`src/rtl/mul_seq_ctrl.sv`:
```
// mul_seq_ctrl: N x N unsigned multiplier sequencer.
//
// Builds the 2N-bit product from one 2-bit x 2-bit combinational multiplier.
// Each RUN cycle forms one partial product and adds it, shifted into place,
// to a 2N-bit accumulator. A full multiply takes D*D RUN cycles (D = N/2).
//
// Ports:
//   clk    in   system clock; all state changes on the rising edge
//   rst    in   synchronous reset, active-high
//   start  in   request a multiply; only looked at in IDLE
//   a, b   in   N-bit unsigned operands, captured when start is accepted
//   busy   out  high while a multiply is in progress (RUN)
//   done   out  one-cycle pulse when prod holds the new result (DONE)
//   prod   out  2N-bit registered product, held until the next accepted start
module mul_seq_ctrl #(
   parameter int N = 8
) (
   input  logic           clk,
   input  logic           rst,
   input  logic           start,
   input  logic [N-1:0]   a,
   input  logic [N-1:0]   b,
   output logic           busy,
   output logic           done,
   output logic [2*N-1:0] prod
);

   localparam int D  = N / 2;
   localparam int CW = (D > 1) ? $clog2(D) : 1;
   localparam logic [CW-1:0] LAST = CW'(D - 1);

   typedef enum logic [1:0] {
      S_IDLE = 2'd0,
      S_RUN  = 2'd1,
      S_DONE = 2'd2
   } state_t;

   state_t         state_q, state_d;
   logic [N-1:0]   ra_q, ra_d;
   logic [N-1:0]   rb_q, rb_d;
   logic [2*N-1:0] acc_q, acc_d;
   logic [2*N-1:0] prod_q, prod_d;
   logic [CW-1:0]  i_q, i_d;
   logic [CW-1:0]  j_q, j_d;
   logic           busy_q, busy_d;
   logic           done_q, done_d;

   logic [1:0]     dig_a, dig_b;
   logic [3:0]     pp;
   logic [2*N-1:0] pp_sh;
   logic [2*N-1:0] acc_sum;

   // The single shared 2x2 multiplier; (3*3 = 9) always fits in 4 bits.
   function automatic logic [3:0] mul2x2(input logic [1:0] x, input logic [1:0] y);
      return {2'b00, x} * {2'b00, y};
   endfunction

   // Digit i of ra times digit j of rb, weighted by 4^(i+j). The add cannot
   // overflow since the full product of two N-bit values fits in 2N bits.
   always_comb begin
      dig_a   = ra_q[2*i_q +: 2];
      dig_b   = rb_q[2*j_q +: 2];
      pp      = mul2x2(dig_a, dig_b);
      pp_sh   = (2*N)'(pp) << (2 * (32'(i_q) + 32'(j_q)));
      acc_sum = acc_q + pp_sh;
   end

   always_comb begin
      state_d = state_q;
      ra_d    = ra_q;
      rb_d    = rb_q;
      acc_d   = acc_q;
      prod_d  = prod_q;
      i_d     = i_q;
      j_d     = j_q;

      case (state_q)
         S_IDLE: begin
            if (start) begin
               ra_d    = a;
               rb_d    = b;
               acc_d   = '0;
               prod_d  = '0;   // never expose a stale result while busy
               i_d     = '0;
               j_d     = '0;
               state_d = S_RUN;
            end
         end

         S_RUN: begin
            acc_d = acc_sum;
            // j is the inner (fast) digit index, i the outer one.
            if (j_q == LAST) begin
               j_d = '0;
               if (i_q == LAST) begin
                  i_d     = '0;
                  prod_d  = acc_sum;
                  state_d = S_DONE;
               end else begin
                  i_d = i_q + CW'(1);
               end
            end else begin
               j_d = j_q + CW'(1);
            end
         end

         S_DONE: begin
            state_d = S_IDLE;
         end

         default: begin
            state_d = S_IDLE;
         end
      endcase

      // Status flags are registered copies of the next-state decode, so they
      // track state_q exactly without any output glue logic.
      busy_d = (state_d == S_RUN);
      done_d = (state_d == S_DONE);
   end

   always_ff @(posedge clk) begin
      if (rst) begin
         state_q <= S_IDLE;
         ra_q    <= '0;
         rb_q    <= '0;
         acc_q   <= '0;
         prod_q  <= '0;
         i_q     <= '0;
         j_q     <= '0;
         busy_q  <= 1'b0;
         done_q  <= 1'b0;
      end else begin
         state_q <= state_d;
         ra_q    <= ra_d;
         rb_q    <= rb_d;
         acc_q   <= acc_d;
         prod_q  <= prod_d;
         i_q     <= i_d;
         j_q     <= j_d;
         busy_q  <= busy_d;
         done_q  <= done_d;
      end
   end

   assign busy = busy_q;
   assign done = done_q;
   assign prod = prod_q;

endmodule
```
`config.mk`:
```
export PLATFORM = sky130hd
export DESIGN_NAME = mul_seq_ctrl
export DESIGN_NICKNAME = d
export VERILOG_FILES = /design/src/rtl/mul_seq_ctrl.sv
export SDC_FILE = /design/constraint.sdc
export NUM_CORES = 1
export LEC_CHECK = 0
export ABC_AREA = 1
export CORE_MARGIN = 2
export CORE_UTILIZATION = 37
export DETAILED_ROUTE_END_ITERATION = 16
export PLACE_DENSITY = 0.64
export SLEW_MARGIN = 20
export SYNTH_ARGS = -nofsm -noshare
export SYNTH_HDL_FRONTEND = slang
export SYNTH_SLANG_ARGS = --single-unit
```
`constraint.sdc`:
```
create_clock -name clk -period 4.2 [get_ports clk]
set_input_delay 0.84 -clock clk [delete_from_list [all_inputs] [get_ports clk]]
set_output_delay 0.84 -clock clk [all_outputs]
set_load 0.005 [all_outputs]
```
==> run summary, run 1 <==
======================================================================================
Overall overflow remaining after global route ...........................            0
Ports ...................................................................           37
Power Dens Cells ........................................................   282 mW/mm2
Clk pwr share ...........................................................        28.1%
Slowest stage cell on the critical path ................................. sky130_fd_sc_hd__fa_1
Vertical die dimension ..................................................      99.7 um
Hold Crit Depth .........................................................            2
Int Power ...............................................................   0.000772 W
Post-CTS Repair Setup Buffers ...........................................            0
Root buf cell ........................................................... sky130_fd_sc_hd__clkbuf_8
Cell type contributing the most total cell area after synthesis ......... sky130_fd_sc_hd__dfxtp_1
Setup Crit Path Kind .................................................... flop to flop
Number of buffers on the longest clock path .............................            2
Detailed-route vias per instance ........................................         4.92
Antenna diode count .....................................................            0
Synth warn ..............................................................            0
Die area ................................................................  0.00994 mm2
Synthesized netlist cell count ..........................................          496
Clock period minus worst slack ..........................................      3280 ps
Transition at the pin with the smallest max-transition slack ............       616 ps
Fraction of synthesized cell area taken by the top area cell type .......        33.1%
Primary FF master, synth ................................................ sky130_fd_sc_hd__dfxtp_1
Post-synthesis sequential area ratio ....................................        33.1%
Initial antenna violation count .........................................            0
Number of nets with antenna violations after routing ....................            0
Slew Limit Fails ........................................................            0
Area contributors post-synth ............................................ sky130_fd_sc_hd__dfxtp_1, sky130_fd_sc_hd__nand2_1, sky130_fd_sc_hd__nor2_1
Static leakage ..........................................................      1.74 nW
Logic gate share of total power .........................................        18.6%
Top cell by count, worst path ........................................... sky130_fd_sc_hd__inv_1
CP Max Fanout ...........................................................            8
Layout cells sized above 1 ..............................................        9.66%
Worst reg2reg path startpoint ...........................................       j_q[0]
Largest stage delay on the critical path ................................       580 ps
Capturing element type of the critical path .............................         flop
# hold bufs at CTS ......................................................            0
Max-Slew Margin vs Limit ................................................        58.9%
Average size of a mapped cell ...........................................     6.83 um2
Final design area excluding fillers .....................................  0.00390 mm2
CTS tree ................................................................          yes
Reg2reg setup slack .....................................................       920 ps
Clock Latency Late Sink .................................................       320 ps
Worst Path Required .....................................................      4460 ps
Path category of the worst min-delay check .............................. flop to flop
Ranking of synthesized cells by instance count .......................... sky130_fd_sc_hd__nand2_1, sky130_fd_sc_hd__nor2_1, sky130_fd_sc_hd__inv_1, sky130_fd_sc_hd__dfxtp_1, sky130_fd_sc_hd__a21oi_1
Depth of the worst register-to-register path ............................           17
Filler Cell Count .......................................................          904
Final routed DRC violation total ........................................            0
Setup tns final .........................................................         0 ps
Number of vias in the routed layout .....................................         3126
Setup repair after global routing missed its margin .....................           no
Starting utilization of the core area ...................................        38.5%
Switching part of the total power .......................................        29.9%
Mapped cell area ........................................................  0.00339 mm2
Destination of the worst register-to-register timing path ...............    acc_q[12]
Average wire per cell in the routed design ..............................      12.6 um
Number of optimization iterations in the first detailed-route pass ......            4
Maximum clock rate ......................................................      305 MHz
Maximum number of pins on one net before global-route repair ............           32
Cell-by-cell listing of the critical path ............................... ha_1 -> inv_1 -> fa_1 -> inv_1 -> nor2_1 -> inv_1 -> nor2_1 -> ha_1 -> inv_1 -> fa_1 -> inv_1 -> nand3_1 -> nand3_1 -> nand3_1 -> nand4_1 -> nand3_1 -> a21oi_1
Placed Instance Area ....................................................  0.00381 mm2
Share of flip-flops with an asynchronous set or reset ...................           0%
Count of max-cap constraint violations ..................................            0
CTS H-Tree Depth ........................................................            2
Critical Path Start Type ................................................         flop
Site row count ..........................................................           34
Status .................................................................. finished clean
Final-stage net count ...................................................          568
Count of cell types in the netlist ......................................           35
WHS .....................................................................       476 ps
Critical path arrival ...................................................      3540 ps
Syn Nets ................................................................          537
Half-perimeter wire length of the detailed placement result .............      6.20 mm
Clock slew at the register clock pins of the worst setup and hold paths .       110 ps
Total detailed-routing wirelength .......................................      8.04 mm
Sink of the worst hold path .............................................     acc_q[0]
Global-route wire length before repair ..................................      13.4 mm
Count of input and output buffers .......................................           36
Most frequently used cell type in the post-synthesis netlist ............ sky130_fd_sc_hd__nand2_1
Area added between synthesis and finish .................................        15.0%
Period utilization ......................................................        78.1%
Horizontal extent of the die ............................................      99.7 um
Flops & latches, synth ..................................................           56
Count of final setup violators ..........................................            0
Startpoint of the lowest-slack hold path ................................     acc_q[0]
Post-CTS resize count ...................................................            0
Maximum VDD drop ........................................................     0.148 mV
Area of the core region .................................................  0.00881 mm2
Count of routing violations after the opening detailed-route iteration ..          127
Part of the total power dissipated in sequential elements ...............        53.3%
Hold Violations, Final ..................................................            0
Total number of clock tree sinks ........................................           56
Total Routing Usage GR ..................................................        16.7%
Number of buffers added by the clock tree synthesis step ................            5
Vias in the first global route ..........................................         2900
Net load switching power ................................................   0.000329 W
Placer Congestion .......................................................        0.834
Count of flip-flops with a built-in enable after synthesis ..............            0
Largest clock skew in the final design ..................................      8.37 ps
Final core area utilization .............................................        44.2%
======================================================================================
==> layout make-up <==
class	count	area (um2)	share of cell area (%)
timing repair buffer	39	383	9.83
clock buffer	5	68.8	1.77
sequential	56	1120	28.8
multi-input combinational	361	1920	49.3
inverter	64	245	6.29
clock inverter	3	21.3	0.546
tap	108	135	3.47
==> cells by family (layout without fill, tap and decap cells) <==
logic type      Yosys count  after routing  synth area share (%)
simple gates            245            245                  30.3
compound gates           94             94                  17.9
flops                    56             56                  33.1
fa+ha+maj                22             22                  8.57
buf+inv                  79            111                  10.2
==> stage by stage <==
step                std cells  total power [W]  setup slack, ps
global placement          628         0.000801             1040
CTS                       636          0.00111              935
global route              636          0.00117              549
floorplan                 496         0.000736             1380
finish                    636          0.00110              921
detailed placement        628         0.000805              980
==> flip-flops by register name, indices dropped and copies added, names as in the netlist <==
name and cells:
acc_q 16, busy 1, done 1, i_q 2, j_q 2, prod 16, ra_q 8, rb_q 8
state_q 2
==> critical path, delay by kind of cell, from the launching register on <==
kind	cells	cell delay, ps
AOI/OAI and AO/OA	1	160
adders and majority gates	4	1330
and+or+nand+nor	7	800
DFF	1	490
buffers and inverters	5	440
==> layout by cell type, fill, tap and decap left out, types with 5 or more instances in the layout <==
master | netlist | routed
sky130_fd_sc_hd__clkdlybuf4s50_1 | 0 | 36
sky130_fd_sc_hd__nand3_1 | 29 | 29
sky130_fd_sc_hd__a21oi_1 | 33 | 33
sky130_fd_sc_hd__dfxtp_1 | 56 | 56
sky130_fd_sc_hd__o21ai_2 | 14 | 14
sky130_fd_sc_hd__nand2_1 | 127 | 127
sky130_fd_sc_hd__ha_1 | 20 | 20
sky130_fd_sc_hd__nor2_1 | 71 | 71
sky130_fd_sc_hd__inv_1 | 58 | 58
sky130_fd_sc_hd__o21ai_0 | 20 | 20
sky130_fd_sc_hd__a21oi_2 | 14 | 14
sky130_fd_sc_hd__clkbuf_8 | 0 | 5
==> power groups by stage <==
stage / sequential [W] / combinational (W) / clock (W)
after floorplan: 0.000596 / 0.000140 / 0
after global placement: 0.000598 / 0.000202 / 0
after detailed placement: 0.000600 / 0.000206 / 0
after CTS: 0.000587 / 0.000207 / 0.000320
after global routing: 0.000592 / 0.000228 / 0.000346
final: 0.000587 / 0.000205 / 0.000309
==> how the worst max path moves through the flow <==
stage,start,to,slack [ps],cells past startpoint
detailed placement,j_q[0],acc_q[15],980,17
finish,j_q[0],acc_q[12],920,17
floorplan,j_q[0],acc_q[12],1380,18
global route,j_q[0],acc_q[12],550,17
global placement,j_q[0],acc_q[12],1040,18
CTS,j_q[0],acc_q[12],940,17
==> routing by layer <==
metal  track usage [%]  part of all wire (%)
met4              6.01                   1.5
met3              2.32                   4.0
met5                 0                     0
met2              30.1                    49
met1              20.3                    46
(Power assumes the default switching activity.)
==> inputs of run 2 (changes only) <==
--- a/config.mk
+++ b/config.mk
@@ -9,7 +9,7 @@
 export CORE_MARGIN = 2
 export CORE_UTILIZATION = 37
 export DETAILED_ROUTE_END_ITERATION = 16
-export PLACE_DENSITY = 0.64
+export PLACE_DENSITY = 0.66
 export SLEW_MARGIN = 20
 export SYNTH_ARGS = -nofsm -noshare
 export SYNTH_HDL_FRONTEND = slang
==> constraint.sdc (replaced) <==
create_clock -name clk -period 2.7 [get_ports clk]
set_input_delay 0.54 -clock clk [delete_from_list [all_inputs] [get_ports clk]]
set_output_delay 0.54 -clock clk [all_outputs]
set_load 0.005 [all_outputs]
==> run 2 against run 1 <==
  * The run now ends with setup timing left
  * Total power rose by 74%
  * Sequential share of layout area fell by 6.2 points
  * Via count rose by 11%
  * Routed wire length rose by 21%
  * Final area rose by 29%
  * Register-to-register slack got worse by 1100 ps
  * Die area did not move
  * Clock power rose by 87%
  * Clock skew rose by 4.3 ps
  * Non-clock buffer count rose by 52
  * Largest power group unchanged
==> run summary, run 2 (same netlist as run 1, synthesis figures left out) <==
======================================================================================
Vertical die dimension ..................................................      99.7 um   unchanged
Layout cells sized above 1 ..............................................        40.9%   was 9.66%
CP Max Fanout ...........................................................            7   was 8
# hold bufs at CTS ......................................................            0   unchanged
Initial antenna violation count .........................................            0   unchanged
Count of max-cap constraint violations ..................................            0   unchanged
Maximum clock rate ......................................................      342 MHz   was 305 MHz
Number of nets with antenna violations after routing ....................            0   unchanged
Antenna diode count .....................................................            0   unchanged
Horizontal extent of the die ............................................      99.7 um   unchanged
Setup Crit Path Kind .................................................... flop to flop   unchanged
Final routed DRC violation total ........................................            0   unchanged
Leading cell types in the layout, fill and taps excluded ................ sky130_fd_sc_hd__nand2_1, sky130_fd_sc_hd__nor2_1, sky130_fd_sc_hd__dfxtp_1, sky130_fd_sc_hd__buf_4, sky130_fd_sc_hd__inv_1   was sky130_fd_sc_hd__nand2_1, sky130_fd_sc_hd__nor2_1, sky130_fd_sc_hd__inv_1, sky130_fd_sc_hd__dfxtp_1, sky130_fd_sc_hd__clkdlybuf4s50_1
Path category of the worst min-delay check .............................. flop to flop   unchanged
Source of the critical timing path ......................................       i_q[0]   was j_q[0]
Transition at the pin with the smallest max-transition slack ............       361 ps   was 616 ps
Total number of clock tree sinks ........................................           56   unchanged
Final core area utilization .............................................        57.0%   was 44.2%
Max-Slew Margin vs Limit ................................................        75.9%   was 58.9%
Detailed-route vias per instance ........................................         5.04   was 4.92
Global-route wire length before repair ..................................      15.3 mm   was 13.4 mm
Final worst slack .......................................................      -221 ps   was 921 ps
Root buf cell ........................................................... sky130_fd_sc_hd__clkbuf_8   unchanged
Site row count ..........................................................           34   unchanged
Maximum VDD drop ........................................................     0.310 mV   was 0.148 mV
Reg2reg setup slack .....................................................      -220 ps   was 920 ps
Placer Congestion .......................................................        0.923   was 0.834
Startpoint of the lowest-slack hold path ................................    acc_q[13]   was acc_q[0]
Destination of the worst register-to-register timing path ...............     acc_q[5]   was acc_q[12]
CTS H-Tree Depth ........................................................            2   unchanged
Number of vias in the routed layout .....................................         3468   was 3126
Die area ................................................................  0.00994 mm2   unchanged
Period utilization ......................................................         108%   was 78.1%
Number of buffers on the longest clock path .............................            2   unchanged
WHS .....................................................................       489 ps   was 476 ps
Worst reg2reg path startpoint ...........................................       i_q[0]   was j_q[0]
Area of the core region .................................................  0.00881 mm2   unchanged
Capturing element type of the critical path .............................         flop   unchanged
Clock slew at the register clock pins of the worst setup and hold paths .       110 ps   about the same
Number of optimization iterations in the first detailed-route pass ......            4   unchanged
Power Dens Cells ........................................................   382 mW/mm2   was 282 mW/mm2
Violated checks ......................................................... setup timing
Total detailed-routing wirelength .......................................      9.69 mm   was 8.04 mm
Count of routing violations after the opening detailed-route iteration ..           98   was 127
Sink of the worst hold path .............................................    acc_q[13]   was acc_q[0]
Hold Violations, Final ..................................................            0   unchanged
Depth of the worst register-to-register path ............................           18   was 17
Maximum number of pins on one net before global-route repair ............           32   unchanged
Slew Limit Fails ........................................................            0   unchanged
Most frequent standard cell in the layout excluding fill and tap cells .. sky130_fd_sc_hd__nand2_1   unchanged
Starting utilization of the core area ...................................        38.5%   unchanged
Ports ...................................................................           37   unchanged
Average wire per cell in the routed design ..............................      14.1 um   was 12.6 um
Area added between synthesis and finish .................................        48.0%   was 15.0%
Hold Crit Depth .........................................................            2   unchanged
Largest clock skew in the final design ..................................      12.7 ps   was 8.37 ps
Overall overflow remaining after global route ...........................            0   unchanged
Count of final setup violators ..........................................           27   was 0
Worst Path Required .....................................................      2960 ps   was 4460 ps
Critical path arrival ...................................................      3180 ps   was 3540 ps
Critical Path Start Type ................................................         flop   unchanged
Clock Latency Late Sink .................................................       320 ps   about the same
Setup repair after global routing missed its margin .....................          yes   was no
CTS tree ................................................................          yes   unchanged
Total Routing Usage GR ..................................................        19.0%   was 16.7%
Number of buffers added by the clock tree synthesis step ................            5   unchanged
Half-perimeter wire length of the detailed placement result .............      6.80 mm   was 6.20 mm
Vias in the first global route ..........................................         3425   was 2900
Setup tns final .........................................................     -3840 ps   was 0 ps
Clock period minus worst slack ..........................................      2920 ps   was 3280 ps
Status .................................................................. finished, violations left   was finished clean
Total Power .............................................................    0.00192 W   was 0.00110 W
Final-stage net count ...................................................          620   was 568
Placed Cells incl. Taps .................................................          673   was 628
Static leakage ..........................................................      2.19 nW   was 1.74 nW
Count of input and output buffers .......................................           36   unchanged
Final non-filler cell total .............................................          688   was 636
======================================================================================
==> run 2: changes by cell type in the layout (fill, tap and decap cells not counted), moves of 13 or more <==
cell / before / now
sky130_fd_sc_hd__a21oi_1: 33 / 16
sky130_fd_sc_hd__a21oi_2: 14 / 31
sky130_fd_sc_hd__buf_4: 3 / 51
sky130_fd_sc_hd__ha_1: 20 / 7
sky130_fd_sc_hd__nand2_1: 127 / 85
sky130_fd_sc_hd__nand2_2: 0 / 32
sky130_fd_sc_hd__nand3_1: 29 / 12
sky130_fd_sc_hd__nor2_1: 71 / 54
==> run 2: worst max-delay path: stages, from the launching register on <==
cell and delay, ps:
sky130_fd_sc_hd__dfxtp_4 400, sky130_fd_sc_hd__inv_4 80, sky130_fd_sc_hd__nand2_2 40, sky130_fd_sc_hd__a32o_2 270
sky130_fd_sc_hd__nor2_2 100, sky130_fd_sc_hd__ha_2 200, sky130_fd_sc_hd__ha_4 210, sky130_fd_sc_hd__nand2_2 70
sky130_fd_sc_hd__nand2_2 80, sky130_fd_sc_hd__nand2_2 90, sky130_fd_sc_hd__nor2_1 50, sky130_fd_sc_hd__ha_1 330
sky130_fd_sc_hd__or2_4 280, sky130_fd_sc_hd__nand3_4 90, sky130_fd_sc_hd__nand2_4 90, sky130_fd_sc_hd__a21oi_2 140
sky130_fd_sc_hd__o21ai_2 100, sky130_fd_sc_hd__buf_4 150, sky130_fd_sc_hd__a21oi_2 90
==> run 2: layout make-up <==
class / instances / area, um2
Clock buffer: 5 / 68.8
Timing Repair Buffer: 91 / 797
Tap cell: 108 / 135
Sequential cell: 56 / 1130
Clock inverter: 3 / 46.3
Multi-Input combinational cell: 361 / 2590
Fill cell: 788 / 3790
Inverter: 64 / 250
==> run 2: worst max-delay path by stage <==
stage | to | slack [ps] | cells after the start
floorplan | acc_q[12] | 7 | 18
global placement | acc_q[5] | -240 | 19
detailed placement | acc_q[5] | -350 | 17
CTS | acc_q[15] | -150 | 18
global route | prod[10] | -360 | 20
finish | acc_q[5] | -220 | 18
==> run 2: power by group <==
group	switching, W	internal [W]
Sequential	0.0000377	0.000877
Clock	0.000298	0.000282
Combinational	0.000223	0.000200
Total	0.000559	0.00136
==> run 2: metrics by stage <==
step | area (um2) | setup WS [ps]
final | 5020 | -221
after global placement | 4170 | -244
after CTS | 4670 | -153
after floorplan | 3400 | 6.78
after global routing | 5020 | -364
after detailed placement | 4170 | -351
==> run 2: repair_timing <==
item / CTS / global route
setup endpoints to repair: 27 / 30
setup buffers: 6 / 2
pin swaps: 40 / 54
gates resized for setup: 88 / 81
==> run 2: layer usage <==
layer  up-vias  routed length, um  share of wire [%]  GRT usage, %
met5         -                  0                  0             0
met4         0                329                3.4          7.90
met3        27                334                3.4          2.95
met2        73               5130                 53          36.1
met1      1606               3890                 40          20.8
li1       1762                  -                  -             -
